### src/rtl/aes_key_expansion.sv
// AES-128 key schedule: streams round keys 0..10 forward, or expands into a
// local buffer and streams them 10..0 for the inverse cipher.

module aes_sbox (
  input  logic [7:0] a,
  output logic [7:0] s
);
  // Byte 0 of the table sits in the top bits, so entry a lives at offset 8*(255-a).
  localparam logic [2047:0] SBOX = {
    128'h637c777bf26b6fc53001672bfed7ab76, 128'hca82c97dfa5947f0add4a2af9ca472c0,
    128'hb7fd9326363ff7cc34a5e5f171d83115, 128'h04c723c31896059a071280e2eb27b275,
    128'h09832c1a1b6e5aa0523bd6b329e32f84, 128'h53d100ed20fcb15b6acbbe394a4c58cf,
    128'hd0efaafb434d338545f9027f503c9fa8, 128'h51a3408f929d38f5bcb6da2110fff3d2,
    128'hcd0c13ec5f974417c4a77e3d645d1973, 128'h60814fdc222a908846eeb814de5e0bdb,
    128'he0323a0a4906245cc2d3ac629195e479, 128'he7c8376d8dd54ea96c56f4ea657aae08,
    128'hba78252e1ca6b4c6e8dd741f4bbd8b8a, 128'h703eb5664803f60e613557b986c11d9e,
    128'he1f8981169d98e949b1e87e9ce5528df, 128'h8ca1890dbfe6426841992d0fb054bb16
  };
  assign s = SBOX[{~a, 3'b000} +: 8];
endmodule

module aes_key_expansion #(
  parameter int DATA_LEN   = 128,
  parameter int NUM_ROUNDS = 10
) (
  input  logic                clk,
  input  logic                reset,
  input  logic                start,
  input  logic                decrypt,
  input  logic [DATA_LEN-1:0] cipher_key,
  output logic                busy,
  output logic                key_valid_out,
  output logic [3:0]          round_idx,
  output logic [DATA_LEN-1:0] round_key,
  output logic                done
);
  typedef enum logic [2:0] {S_IDLE, S_FWD_EMIT, S_EXPAND, S_REV_EMIT, S_DONE} state_t;

  state_t              state;
  logic [DATA_LEN-1:0] cur_key;
  logic [DATA_LEN-1:0] key_buf [NUM_ROUNDS+1];
  logic [7:0]          rcon;
  logic [3:0]          cnt;

  logic [3:0][7:0]     rot_b, sub_b;
  logic [31:0]         t, n0, n1, n2, n3;
  logic [DATA_LEN-1:0] next_key;
  logic [7:0]          rcon_nxt;

  assign rot_b = {cur_key[23:0], cur_key[31:24]};

  for (genvar g = 0; g < 4; g++) begin : g_sbox
    aes_sbox u_sbox (.a(rot_b[g]), .s(sub_b[g]));
  end

  assign t        = sub_b ^ {rcon, 24'h0};
  assign n0       = cur_key[127:96] ^ t;
  assign n1       = cur_key[95:64]  ^ n0;
  assign n2       = cur_key[63:32]  ^ n1;
  assign n3       = cur_key[31:0]   ^ n2;
  assign next_key = {n0, n1, n2, n3};
  assign rcon_nxt = {rcon[6:0], 1'b0} ^ (rcon[7] ? 8'h1b : 8'h00);

  always_ff @(posedge clk) begin
    if (!reset) begin
      state         <= S_IDLE;
      busy          <= 1'b0;
      key_valid_out <= 1'b0;
      done          <= 1'b0;
      round_idx     <= '0;
      round_key     <= '0;
      cur_key       <= '0;
      rcon          <= 8'h01;
      cnt           <= '0;
    end else begin
      key_valid_out <= 1'b0;
      done          <= 1'b0;
      round_idx     <= '0;
      round_key     <= '0;
      case (state)
        S_IDLE: begin
          busy <= 1'b0;
          // busy is still high in the cycle after done, which keeps that start out
          if (start && !busy) begin
            busy       <= 1'b1;
            cur_key    <= cipher_key;
            key_buf[0] <= cipher_key;
            cnt        <= '0;
            rcon       <= 8'h01;
            state      <= decrypt ? S_EXPAND : S_FWD_EMIT;
          end
        end
        S_FWD_EMIT: begin
          key_valid_out <= 1'b1;
          round_idx     <= cnt;
          round_key     <= cur_key;
          cur_key       <= next_key;
          rcon          <= rcon_nxt;
          cnt           <= cnt + 4'd1;
          if (cnt == 4'(NUM_ROUNDS)) state <= S_DONE;
        end
        S_EXPAND: begin
          key_buf[cnt + 4'd1] <= next_key;
          cur_key             <= next_key;
          rcon                <= rcon_nxt;
          if (cnt == 4'(NUM_ROUNDS - 1)) begin
            cnt   <= 4'(NUM_ROUNDS);
            state <= S_REV_EMIT;
          end else begin
            cnt <= cnt + 4'd1;
          end
        end
        S_REV_EMIT: begin
          key_valid_out <= 1'b1;
          round_idx     <= cnt;
          round_key     <= key_buf[cnt];
          cnt           <= cnt - 4'd1;
          if (cnt == 4'd0) state <= S_DONE;
        end
        S_DONE: begin
          done  <= 1'b1;
          state <= S_IDLE;
        end
        default: state <= S_IDLE;
      endcase
    end
  end
endmodule

### config.mk
export PLATFORM = sky130hd
export DESIGN_NAME = aes_key_expansion
export DESIGN_NICKNAME = d
export VERILOG_FILES = /design/src/rtl/aes_key_expansion.sv
export SDC_FILE = /design/constraint.sdc
export NUM_CORES = 2
export LEC_CHECK = 0
export BUFFER_PORTS_ARGS = -buffer_cell sky130_fd_sc_hd__clkbuf_2
export CELL_PAD_IN_SITES_DETAIL_PLACEMENT = 1
export CELL_PAD_IN_SITES_GLOBAL_PLACEMENT = 1
export CORE_MARGIN = 2
export CORE_UTILIZATION = 45
export CTS_BUF_LIST = sky130_fd_sc_hd__clkbuf_16
export DETAILED_ROUTE_END_ITERATION = 8
export GPL_TIMING_DRIVEN = 0
export PLACE_DENSITY = 0.75
export SLEW_MARGIN = 20
export SYNTH_ARGS = -nofsm -noshare
export SYNTH_HDL_FRONTEND = slang
export SYNTH_SLANG_ARGS = --single-unit
### constraint.sdc
create_clock -name clk -period 15.4 [get_ports clk]
set_clock_uncertainty 0.2 [all_clocks]
set_input_delay 0.77 -clock clk [delete_from_list [all_inputs] [get_ports clk]]
set_output_delay 0.77 -clock clk [all_outputs]
set_load 0.1 [all_outputs]
==> results.txt <==
----------------------------------------------------
[Clock network]
  CTS sink count ... about 1700
  Reg clk slew, reported paths ... 0.06 ns
  Clock insertion delay at the later pin of the skew report ... 0.87 ns
  Buffer levels on the longest clock path ... 3
  Root buffer cell ... clkbuf_16
  Number of clock buffers inserted by TritonCTS ... roughly 170
  CTS tree ... yes
  Setup fix buffers added after clock tree synthesis ... 0
  CTS H-tree depth ... 4

[Min path]
  Worst Hold Class ... input port to flip-flop

[Synth]
  Top_reg_cell synth ... edfxtp_1
  Net Count, Synth ... between 6000 and 7000
  Post-synth EDFFs ... between 1000 and 1500
  Unique masters post-synth ... just under 90
  Mean cell area of the mapped netlist ... 12.3 sq um
  Synthesis-stage register bit count ... between 1500 and 2000
  Share of synthesized area spent on multiplexers ... 12.0%
  Post-synthesis share of cell area spent on xor and xnor gates ... 2.03%
  Dominant combinational cell family by area after synthesis ... compound AO/OA/AOI/OAI gates
  Number of warnings reported in the yosys synthesis log ... 0
  Share of the synthesized area in compound gates (AO/OA/AOI/OAI) ... 13.4%
  Area fraction in and, or, nand and nor cells after synthesis ... 9.97%
  Adder-cell share of the synthesized area ... about 1%
  Total standard cell area after synthesis ... about 80000 sq um
  Cell count after synthesis ... 6663
  Proportion of synthesized flip-flops having asynchronous set or reset ... 0%
  Sequential-to-total area share from yosys stat ... around three fifths

[Critical path]
  Worst setup EP type ... flip-flop
  Data arrival time of the critical path ... between 9 and 10 ns
  Startpoint types ... flip-flop
  Worst setup path category ... flip-flop to flip-flop
  R2R Setup Slk ... between 6 and 7 ns
  Endpoint required time on the critical path ... approximately 16 ns
  CP Max Fanout ... 15

[Layout]
  Non-filler cells, final ... a little under 10000
  Most frequent standard cell in the layout excluding fill and tap cells ... edfxtp_1
  Layout overhead on the synthesized area ... 15.5%
  Fraction of the core area covered by cells at the end of the flow ... between 50% and 60%
  Commonest cells after routing, fill and taps aside ... edfxtp_1, nand2_1, o21ai_0
  Share of final-layout standard cells stronger than drive strength 1 ... between 15 and 20%
  Fillers ... around 19000
  Post-layout instance area ... 94700 sq um
  Final #Nets ... 7478

[Floorplan]
  Row Count ... 156
  Die width ... 431 microns
  Die footprint ... 186000 sq um
  Initial core utilization ... between 40 and 50%
  Io pins ... 267
  Core Area ... between 150000 and 200000 sq um
  Die Height ... about 430 microns

[Placed design]
  Detailed placement HPWL ... around 300 mm
  Placed instance area ... between 80000 and 90000 sq um
  Cell count after placement ... 9476
  Final Wtd Congestion ... a little over 1
  I/O Buffers ... between 200 and 300

[Drt]
  Vias after detailed routing ... 69300
  Iteration-0 DRC count of the detailed router ... between 10000 and 15000
  First-pass iteration count of the detailed router ... 7
  Final wirelength ... roughly 420 mm
  Final ANT Viol Nets ... 0
  Post-route DRC violation count ... 0
  Avg WL per Cell ... about 43 microns
  Post-DR vias/cell ... 7.05

[Power and ir drop]
  Internal power consumption ... just over 0.01 W
  Switching Power ... 0.00953 W
  Sequential fraction of design power ... 28.5%
  Switching Share ... about half
  Clock network fraction of design power ... between 20% and 30%
  Logic pwr share ... a little over 50%
  Post-layout total power ... 0.0197 W
  Cell leakage power ... 31.2 nW
  Worst-case vdd ir drop ... 123 uV
  Power density of the placed cells ... slightly above 200 nW/um^2

[Run]
  Maximum capacitance violations ... 0

[STA]
  RSZ-0062 raised after global routing ... no
  Worst Tran Pin Value ... 1.30 ns
  Normalized max-slew margin ... a little over an eighth
  Period Utilization, post-route ... between 50% and 60%
  Total negative slack ... 0 ns
  Final Critical Period ... about 9 ns
  Final Max Tran Viols ... 0
  Final hold violations ... 0
  Final setup violating endpoints ... 0
  Timing-limited maximum frequency ... ~110 MHz

[Global routing]
  First-pass GRT wire length ... approximately 570 mm
  Via count of the first global-routing pass ... around 70000
  Total routing usage reported by global routing ... 44.6%
  Pin count of the biggest net entering global routing ... 30
  Aggregate global routing overflow ... 0
  Number of antenna violations at the first check in global routing ... 61

[Status]
  Result of the run ... finished, final reports clean

----------------------------------------------------
==> area by class of cell <==
type                    instances  area [sq um]  area share [%]
flip-flops and latches       1690         47900            50.6
multi-input cells            4315         31700            33.5
clock buffers                 169          4230            4.47
repair buffers                452          3850            4.07
well taps                    2370          2970            3.13
plain buffers                 604          2440            2.58
clock inverters               142          1280            1.36
inverters                      54           203           0.214
diodes                         41           103           0.108
==> cells by family after synthesis <==
logic type	after synthesis
simple gates	1785
buf+inv	658
mux	605
flops	1690
fa+ha+maj	66
compound gates	1690
xor+xnor	169
==> synthesized netlist by cell type, drive strengths merged, types with 94 or more instances <==
cell / number / area share, %
a21oi: 256 / 1.6
a22oi: 171 / 1.6
buf: 170 / 0.93
clkbuf: 434 / 2.0
dfxtp: 282 / 6.9
edfxtp: 1408 / 52
mux2i: 293 / 3.6
mux4: 301 / 8.3
nand2: 739 / 3.4
nand2b: 110 / 0.84
nand3: 139 / 0.85
nor2: 373 / 1.7
nor2b: 94 / 0.72
nor3: 103 / 0.63
o21ai: 602 / 3.7
xnor2: 103 / 1.1
==> registers in the layout, summed over array words and instances (netlist names), named ones only <==
name / cells
round_key: 128
rcon: 8
done: 1
key_valid_out: 1
cnt: 4
busy: 1
round_idx: 4
key_buf: 1408
cur_key: 128
state: 3
==> stage by stage <==
| step | hold slack, ns | setup WS (ns) |
|---|---|---|
| CTS | 0.0195 | 6.70 |
| detailed placement | 0.321 | 6.74 |
| floorplan | 0.259 | 0.683 |
| global route | 0.0433 | 6.45 |
| global placement | 0.309 | -16.12 |
| finish | 0.0267 | 6.34 |
==> power by group through the flow <==
stage | clock network, W | logic, W | registers, W
CTS | 0.00416 | 0.00930 | 0.00558
finish | 0.00417 | 0.00992 | 0.00561
global route | 0.00432 | 0.00990 | 0.00560
floorplan | 0 | 0.00478 | 0.00560
detailed placement | 0 | 0.00924 | 0.00568
global placement | 0 | 0.00905 | 0.00569
==> worst max-delay path: stages, from the launching register on <==
cell and delay, ns:
dfxtp_1 0.76, clkbuf_1 0.46, clkinv_1 0.95, ha_1 0.66, clkbuf_1 0.52, clkbuf_1 0.69
or2_2 0.28, nand3_1 0.21, a32oi_1 0.40, o211ai_1 0.13, o21a_1 0.17, o21ai_1 0.76
xnor2_1 0.33, xnor2_1 1.05, xnor2_1 0.37, o21ai_1 0.74
==> layer usage <==
metal	wire length, microns	share of wire (%)	track usage [%]	vias up
li1	-	-	-	26800
met1	149000	35	54.6	35400
met2	183000	44	66.1	5432
met3	43500	10	10.9	1648
met4	44200	11	39.0	34
met5	250	0.060	0	-
==> worst paths after layout <==
kind                        start             to  cells after the start
setup / recovery      cur_key[25]  key_buf[0][6]                     15
hold / removal    cipher_key[114]   cur_key[114]                      3
setup reg to reg      cur_key[25]  key_buf[0][6]                     15
hold reg to reg      cur_key[121]   cur_key[121]                      2
==> timing repair <==
item / in CTS / in global routing
hold buffers: 5 / 0
endpoints found under the hold margin: 5 / 0
resized for setup: 0 / 0
endpoints found under the setup margin: 0 / 0
(Power assumes the default switching activity.)
